<file path="src/rtl/ram8_clr_pkg.sv">
// ram8_clr_pkg: shared widths, depth and FSM state encoding for the
// 8x16 register file with sweep clear.
package ram8_clr_pkg;

  localparam int unsigned WORD_W = 16;
  localparam int unsigned DEPTH  = 8;
  localparam int unsigned ADDR_W = 3;

  typedef enum logic {
    ST_IDLE  = 1'b0,
    ST_CLEAR = 1'b1
  } state_e;

  typedef logic [WORD_W-1:0] word_t;
  typedef logic [ADDR_W-1:0] addr_t;

endpackage

</file>
<file path="src/rtl/ram8_clr_if.sv">
// ram8_clr_if: access bus for ram8_clr.
//   in, address, load, clr_req : requester -> memory
//   out, busy, clr_done        : memory -> requester
// master is the requester side, slave is the memory side.
interface ram8_clr_if;
  import ram8_clr_pkg::*;

  word_t in;
  addr_t address;
  logic  load;
  logic  clr_req;
  word_t out;
  logic  busy;
  logic  clr_done;

  modport master (
    output in, address, load, clr_req,
    input  out, busy, clr_done
  );

  modport slave (
    input  in, address, load, clr_req,
    output out, busy, clr_done
  );

endinterface

</file>
<file path="src/rtl/ram8_clr_reg16.sv">
// reg16: one storage word with synchronous clear and load enable.
//   clk, rst_n : clock, synchronous active-low reset
//   clr        : synchronous clear (wins over load)
//   load, d    : write enable and write data
//   q          : stored word
module reg16
  import ram8_clr_pkg::*;
(
  input  logic  clk,
  input  logic  rst_n,
  input  logic  clr,
  input  logic  load,
  input  word_t d,
  output word_t q
);

  always_ff @(posedge clk) begin
    if (!rst_n || clr) begin
      q <= '0;
    end else if (load) begin
      q <= d;
    end
  end

endmodule

</file>
<file path="src/rtl/ram8_clr.sv">
// ram8_clr: 8 x 16-bit register file with a one-word-per-cycle sweep clear.
//   clk, rst_n : clock, synchronous active-low reset
//   bus.in / bus.address / bus.load : write port (IDLE only)
//   bus.clr_req                     : start sweep; beats a same-cycle load
//   bus.out                         : word[address] in IDLE, zero while busy
//   bus.busy                        : registered, high for the 8 sweep cycles
//   bus.clr_done                    : one-cycle pulse in the first IDLE cycle after a sweep
module ram8_clr
  import ram8_clr_pkg::*;
(
  input  logic       clk,
  input  logic       rst_n,
  ram8_clr_if.slave  bus
);

  state_e            state;
  state_e            state_nxt;
  addr_t             ptr;
  addr_t             ptr_nxt;
  logic [DEPTH-1:0]  wr_en;
  logic [DEPTH-1:0]  wr_clr;
  logic              done_nxt;
  logic              busy_q;
  logic              done_q;
  word_t             q [DEPTH];

  // Next state, sweep pointer and one-hot write/clear decode.
  always_comb begin
    state_nxt = state;
    ptr_nxt   = ptr;
    wr_en     = '0;
    wr_clr    = '0;
    done_nxt  = 1'b0;
    case (state)
      ST_IDLE: begin
        if (bus.clr_req) begin
          state_nxt = ST_CLEAR;
          ptr_nxt   = '0;
        end else if (bus.load) begin
          wr_en = DEPTH'(1) << bus.address;
        end
      end
      ST_CLEAR: begin
        wr_clr  = DEPTH'(1) << ptr;
        ptr_nxt = ptr + ADDR_W'(1);
        // Last word cleared on this edge: leave CLEAR and flag completion.
        if (ptr == ADDR_W'(DEPTH - 1)) begin
          state_nxt = ST_IDLE;
          done_nxt  = 1'b1;
        end
      end
      default: begin
        state_nxt = ST_IDLE;
      end
    endcase
  end

  // State, pointer and status registers.
  always_ff @(posedge clk) begin
    if (!rst_n) begin
      state  <= ST_IDLE;
      ptr    <= '0;
      busy_q <= 1'b0;
      done_q <= 1'b0;
    end else begin
      state  <= state_nxt;
      ptr    <= ptr_nxt;
      busy_q <= (state_nxt == ST_CLEAR);
      done_q <= done_nxt;
    end
  end

  // Storage words.
  for (genvar i = 0; i < DEPTH; i++) begin : g_word
    reg16 u_reg (
      .clk   (clk),
      .rst_n (rst_n),
      .clr   (wr_clr[i]),
      .load  (wr_en[i]),
      .d     (bus.in),
      .q     (q[i])
    );
  end

  // Read mux is blanked for the whole sweep.
  assign bus.out      = (state == ST_IDLE) ? q[bus.address] : '0;
  assign bus.busy     = busy_q;
  assign bus.clr_done = done_q;

endmodule

</file>
<file path="src/flat_wrapper.sv">
// flat-port wrapper written by rule: the top's interface ports become plain ports
module ram8_clr_flat import ram8_clr_pkg::*;
  (clk, rst_n, bus_in, bus_address, bus_load, bus_clr_req, bus_out, bus_busy, bus_clr_done);
  ram8_clr_if bus_i ();
  input  logic clk;
  input  logic rst_n;
  input wire logic [$bits(bus_i.in)-1:0] bus_in;
  input wire logic [$bits(bus_i.address)-1:0] bus_address;
  input wire logic [$bits(bus_i.load)-1:0] bus_load;
  input wire logic [$bits(bus_i.clr_req)-1:0] bus_clr_req;
  output wire logic [$bits(bus_i.out)-1:0] bus_out;
  output wire logic [$bits(bus_i.busy)-1:0] bus_busy;
  output wire logic [$bits(bus_i.clr_done)-1:0] bus_clr_done;
  assign bus_i.in = bus_in;
  assign bus_i.address = bus_address;
  assign bus_i.load = bus_load;
  assign bus_i.clr_req = bus_clr_req;
  assign bus_out = bus_i.out;
  assign bus_busy = bus_i.busy;
  assign bus_clr_done = bus_i.clr_done;
  ram8_clr u_core (.clk(clk), .rst_n(rst_n), .bus(bus_i));
endmodule
</file>
<file path="config.mk">
export PLATFORM = sky130hd
export DESIGN_NAME = ram8_clr_flat
export DESIGN_NICKNAME = d
export VERILOG_FILES = /design/src/rtl/ram8_clr_pkg.sv /design/src/rtl/ram8_clr_if.sv /design/src/rtl/ram8_clr_reg16.sv /design/src/rtl/ram8_clr.sv /design/src/flat_wrapper.sv
export SDC_FILE = /design/constraint.sdc
export NUM_CORES = 1
export LEC_CHECK = 0
export CAP_MARGIN = 20
export CORE_ASPECT_RATIO = 0.75
export CORE_MARGIN = 2
export CORE_UTILIZATION = 45
export DETAILED_ROUTE_END_ITERATION = 10
export HOLD_SLACK_MARGIN = 0.03
export SYNTH_ARGS = -nofsm -noshare
export SYNTH_HDL_FRONTEND = slang
export SYNTH_SLANG_ARGS = --single-unit
</file>
<file path="constraint.sdc">
create_clock -name clk -period 3.55 [get_ports clk]
set_input_delay 0.5325 -clock clk [delete_from_list [all_inputs] [get_ports clk]]
set_output_delay 0.5325 -clock clk [all_outputs]
set_load 0.01 [all_outputs]
</file>
# [Word level (Yosys, flattened, before mapping)]
# Index checks and enable logic that the tools add are counted.
[totals] in_bits=23 output_inout_bits=18 n_memories=0 latch_bits=0 mem_bits_ro=0 mem_bits_rw=0 reg_bits=133 word_cells=43
[op_classes] n_div=0 n_reduce_logical=10 add_sub_neg=1 order_cmp=1 mux=14 shift=2 n_bitwise=2 n_mul=0 eq_ne=2
[op_table] cell="$bmux 16 s3" n=1
[op_table] cell="$mux 16" n=3
[op_table] cell="$mux 8" n=4
[op_table] cell="$shl 1x3->8 const A" n=2
[op_table] cell="$logic_or 1x1->1" n=8
[op_table] cell="$pmux 3 s2" n=1
[op_table] cell="$ge 4x4->1 const B" n=1
[op_table] cell="$not 3->4" n=1
[op_table] cell="$add 3x1->3 const B" n=1
[op_table] cell="$eq 3x3->1 const B" n=1
[op_table] cell="$mux 1" n=3
[op_table] cell="$mux 3" n=1
[op_table] cell="$ne 2x2->1 const B" n=1
[op_table] cell="$pmux 1 s2" n=1
[op_table] cell="$reduce_and 2->1" n=1
[op_table] cell="$logic_not 1->1" n=1
[op_table] cell="$not 1->1" n=1

# [Depth between registers and ports, before layout]
[depth] word_depth=5 ltp_mapped=6 depth_no_buf=5

# [Hierarchy]
# A second synthesis with hierarchy kept.
[unflattened] hier_cells=590 hier_area_um2=6213.5
[by_module_without_submodules] mod="reg16" cells_per_inst=53 seq_area_each_um2=320.3 n_inst=8 area_per_inst_um2=594.3
[by_module_without_submodules] mod="ram8_clr" cells_per_inst=166 seq_area_each_um2=100.1 n_inst=1 area_per_inst_um2=1458.9

# [Worst setup path before layout]
# Ideal clock, no wire load.
[synth_path] kind="input to output" from="input bus_address[2]" to="output bus_out[10]" path_stages=6 n_path_buf=4 path_slack_ns=1.297 arrival_time_ns=1.720 path_cell_list="buf_2 buf_2 buf_2 buf_2 a211oi_1 nor3_1"
[synth_between] elab_chain_cells=5
[synth_rtl] element="from (decl)" line="flat_wrapper.sv:8" text="input wire logic [$bits(bus_i.address)-1:0] bus_address;"
[synth_rtl] element="$not 3->4 (implied by the code)" line="ram8_clr.sv:86" text="assign bus.out = (state == ST_IDLE) ? q[bus.address] : '0;"
[synth_rtl] element="$bmux 16 s3" line="ram8_clr.sv:86"
[synth_rtl] element="$mux 16 (implied by the code) (2 in a row)" line="ram8_clr.sv:86"
[synth_rtl] element="$mux 16" line="ram8_clr.sv:86"
[synth_rtl] element="to (decl)" line="flat_wrapper.sv:11" text="output wire logic [$bits(bus_i.out)-1:0] bus_out;"
# No other way between the ends. The select of a mux whose other input is x is not followed.

# [Worst setup path in the final report]
[layout_path] from="input bus_address[0]" to="output bus_out[10]"
# Same word-level chain as after synthesis.

==> key figures <==
Logic synthesis
  • Syn_area_per_cell: ~9.2 um^2
  • Yosys warnings: 0
  • Mux cell area share after synthesis: between 20% and 30%
  • Synth Register Bits: 133
  • Gate Count Post-Synth: about 760
  • Post-synthesis sequential area ratio: a little under two fifths
  • Largest family of logic cells by synthesized area: simple AND/OR/NAND/NOR gates
  • Yosys cell types: 36
  • Post-Synth Adder-Cell Area: under 10%
  • Yosys top cell by area: dfxtp_1
  • Synth Area in XOR/XNOR: 0%
  • Leading post-synthesis cells by cell area: dfxtp_1, nand3_1, mux2i_1
  • Compound-Gate Fraction of Synth Area: about a tenth
  • Syn_nets: between 700 and 800
  • Synth top area share: 38.2%
  • Simple-gate share of the synthesized area: a little under a quarter
  • Synth Cell Area: around 7000 um^2

STA
  • Setup TNS: 0 ns
  • Slew headroom: between 40% and 50%
  • Final slew viol count: 0
  • Final clock skew: around 0.0073 ns
  • RSZ-0062 raised after global routing: false
  • Fmax achieved: 335 MHz
  • Final min period: between 2 and 3 ns
  • Hold Fails Final Rpt: 0
  • Fin crit share: between 80% and 90%
  • Final setup margin: between 0.5 and 0.6 ns
  • Final setup fails: 0
  • Measured slew at the worst slew-check pin: just under 0.9 ns

Layout
  • Synthesis-to-finish area growth: 17.7%
  • Commonest non-fill, non-tap cell in the layout: nand3_1
  • Most frequent cells in the layout: nand3_1, dfxtp_1, mux2i_1
  • # nets final: slightly below 800
  • Share of cells above drive strength 1: 15.5%
  • ANT cells: 0
  • Post-Layout Cell Count: 979
  • Core Util, Final: 54.0%

Drt
  • Via/cell ratio: just over 6
  • Routed Wire Length: about 21 mm
  • Total iterations of the first detailed-routing run: 5
  • WL/cell: 21.6 um
  • Antenna-violating nets left: 0
  • Post-route DRC: 0
  • DRT iter0 DRCs: ~480
  • Via count: 6060

Clock network
  • Cts hold-fix bufs: 0
  • CTS Buf Count: 17
  • CTS resizes: 0
  • CTS tree: built
  • Worst-path clk slew: ~0.050 ns
  • Post-CTS Setup Bufs: 0
  • Root buffer cell: clkbuf_16
  • Worst skew pair latency: between 0.4 and 0.5 ns
  • Clock Sinks: around 130
  • H-tree depth: 4
  • Clock Tree Buf Depth: 2

Power and ir drop
  • Cell Int Power: 2990 uW
  • Power share of the clock group: around half
  • Leakage: approximately 0.0028 uW
  • Worst VDD drop: between 0.3 and 0.4 mV
  • Sw Ratio: around 23%
  • Sequential fraction of design power: ~39%
  • Net switching power: a little under 900 uW
  • Logic pwr share: 9.4%
  • Pwr dens: approximately 470 nW/um^2

Setup path
  • Critical path peak fanout: 12
  • Critical path arrival: about 2.5 ns
  • CP Class: input port to output pin
  • Crit path capture type: output pin
  • CP required: 3.02 ns
  • CP Launch Type: input port

GRT
  • Initial antenna violation count: 0
  • Largest net degree at the start of global routing: between 100 and 150
  • Total GRT Usage: around a quarter
  • Vias in the first global route: approximately 5600
  • Global-route wire length before repair: ~32 mm
  • GRT overflow: 0

Placement
  • Placed Instances: around 950
  • Post-detail-place hpwl: 13.3 mm
  • DP Worst Slack: between 0.5 and 0.6 ns
  • Gpl congestion: roughly 0.82
  • IO Port Bufs: 40

Run status
  • Status: finished, final reports clean

Worst hold path
  • Hold Path Class: flip-flop to flip-flop

Floorplan
  • Die ar.: ~17000 um^2
  • Placeable Area: between 15000 and 20000 um^2
  • Die H: 112 um
  • Die X: ~150 um
  • Initial Util: ~46%
  • # IOs: 41
  • Row count: 39

Run
  • Max cap viols: 0
-- area by class of cell --
type | count | area (um^2)
fillers | 1312 | 6980
multi-input cells | 522 | 3840
flip-flops and latches | 133 | 2660
repair buffers | 84 | 756
clock buffers | 24 | 502
well taps | 205 | 256
clock inverters | 8 | 168
inverters | 3 | 11.3
-- synth_stat cells (all sizes together) --
master	number
buf	28
mux4	16
clkbuf	73
ha	6
a211oi	16
a21boi	34
nand2b	3
mux2	16
o22ai	16
o21a	1
and3	1
and4b	1
nor4b	1
nor4bb	1
nor4	2
nor3b	1
dfxtp	133
nor2	2
nand3b	4
inv	3
nor3	20
mux2i	97
nor2b	21
a21oi	1
nand4bb	1
nand4b	1
nand3	227
o21ai	32
nand2	1
-- per-stage QoR --
step | power, uW | cell area [um^2] | hold WS, ns
2_1_floorplan | 1780 | 6970 | 0.442
3_3_place_gp | 1910 | 7530 | 0.451
3_5_place_dp | 1920 | 7530 | 0.460
4_1_cts | 3890 | 8200 | 0.468
5_1_grt | 3980 | 8200 | 0.483
6_report | 3880 | 8200 | 0.467
-- state kept, by name, summed over array words and instances (netlist names) --
signal                 cells
u_core.bus.busy            1
u_core.ptr                 3
u_core.g_word.u_reg.q    128
u_core.bus.clr_done        1
-- critical path, cell delays in order --
cell	delay [ns]
buf_2	0.36
buf_4	0.25
mux4_2	0.50
o22ai_1	0.19
nor3_1	0.09
clkdlybuf4s50_1	0.53
-- cell families after synthesis --
| family | count (synthesis) |
|---|---|
| and+or+nand+nor | 287 |
| DFF | 133 |
| muxes | 129 |
| buffers and inverters | 104 |
| AOI/OAI and AO/OA | 100 |
| adders and majority gates | 6 |
-- final timing paths --
| check | cells past startpoint | from | endpoint | slack (ns) |
|---|---|---|---|---|
| hold / removal | 2 | u_core.g_word[2].u_reg.q[13]$_SDFFE_PP0P_ | u_core.g_word[2].u_reg.q[13]$_SDFFE_PP0P_ | 0.47 |
| setup reg to reg | 5 | u_core.bus.busy$_SDFF_PN0_ | u_core.g_word[1].u_reg.q[15]$_SDFFE_PP0P_ | 1.37 |
| hold reg to reg | 2 | u_core.g_word[2].u_reg.q[13]$_SDFFE_PP0P_ | u_core.g_word[2].u_reg.q[13]$_SDFFE_PP0P_ | 0.47 |
| setup / recovery | 6 | bus_address[0] | bus_out[10] | 0.56 |
-- power groups by stage --
stage                     sequential [uW]  clock [uW]  combinational (uW)
after global routing                 1520        2070                 391
after floorplan                      1550           0                 235
final                                1520        1990                 365
after global placement               1550           0                 352
after CTS                            1520        2000                 362
after detailed placement             1550           0                 361
-- metal layers --
layer | GRT usage (%) | up-vias | routed length [um]
met4 | 7.05 | 0 | 293
met1 | 36.8 | 3008 | 9810
met2 | 39.0 | 250 | 9340
met5 | 0 | - | 0
met3 | 6.60 | 26 | 1680
li1 | - | 2776 | -
Power figures use the tool's default switching activity.
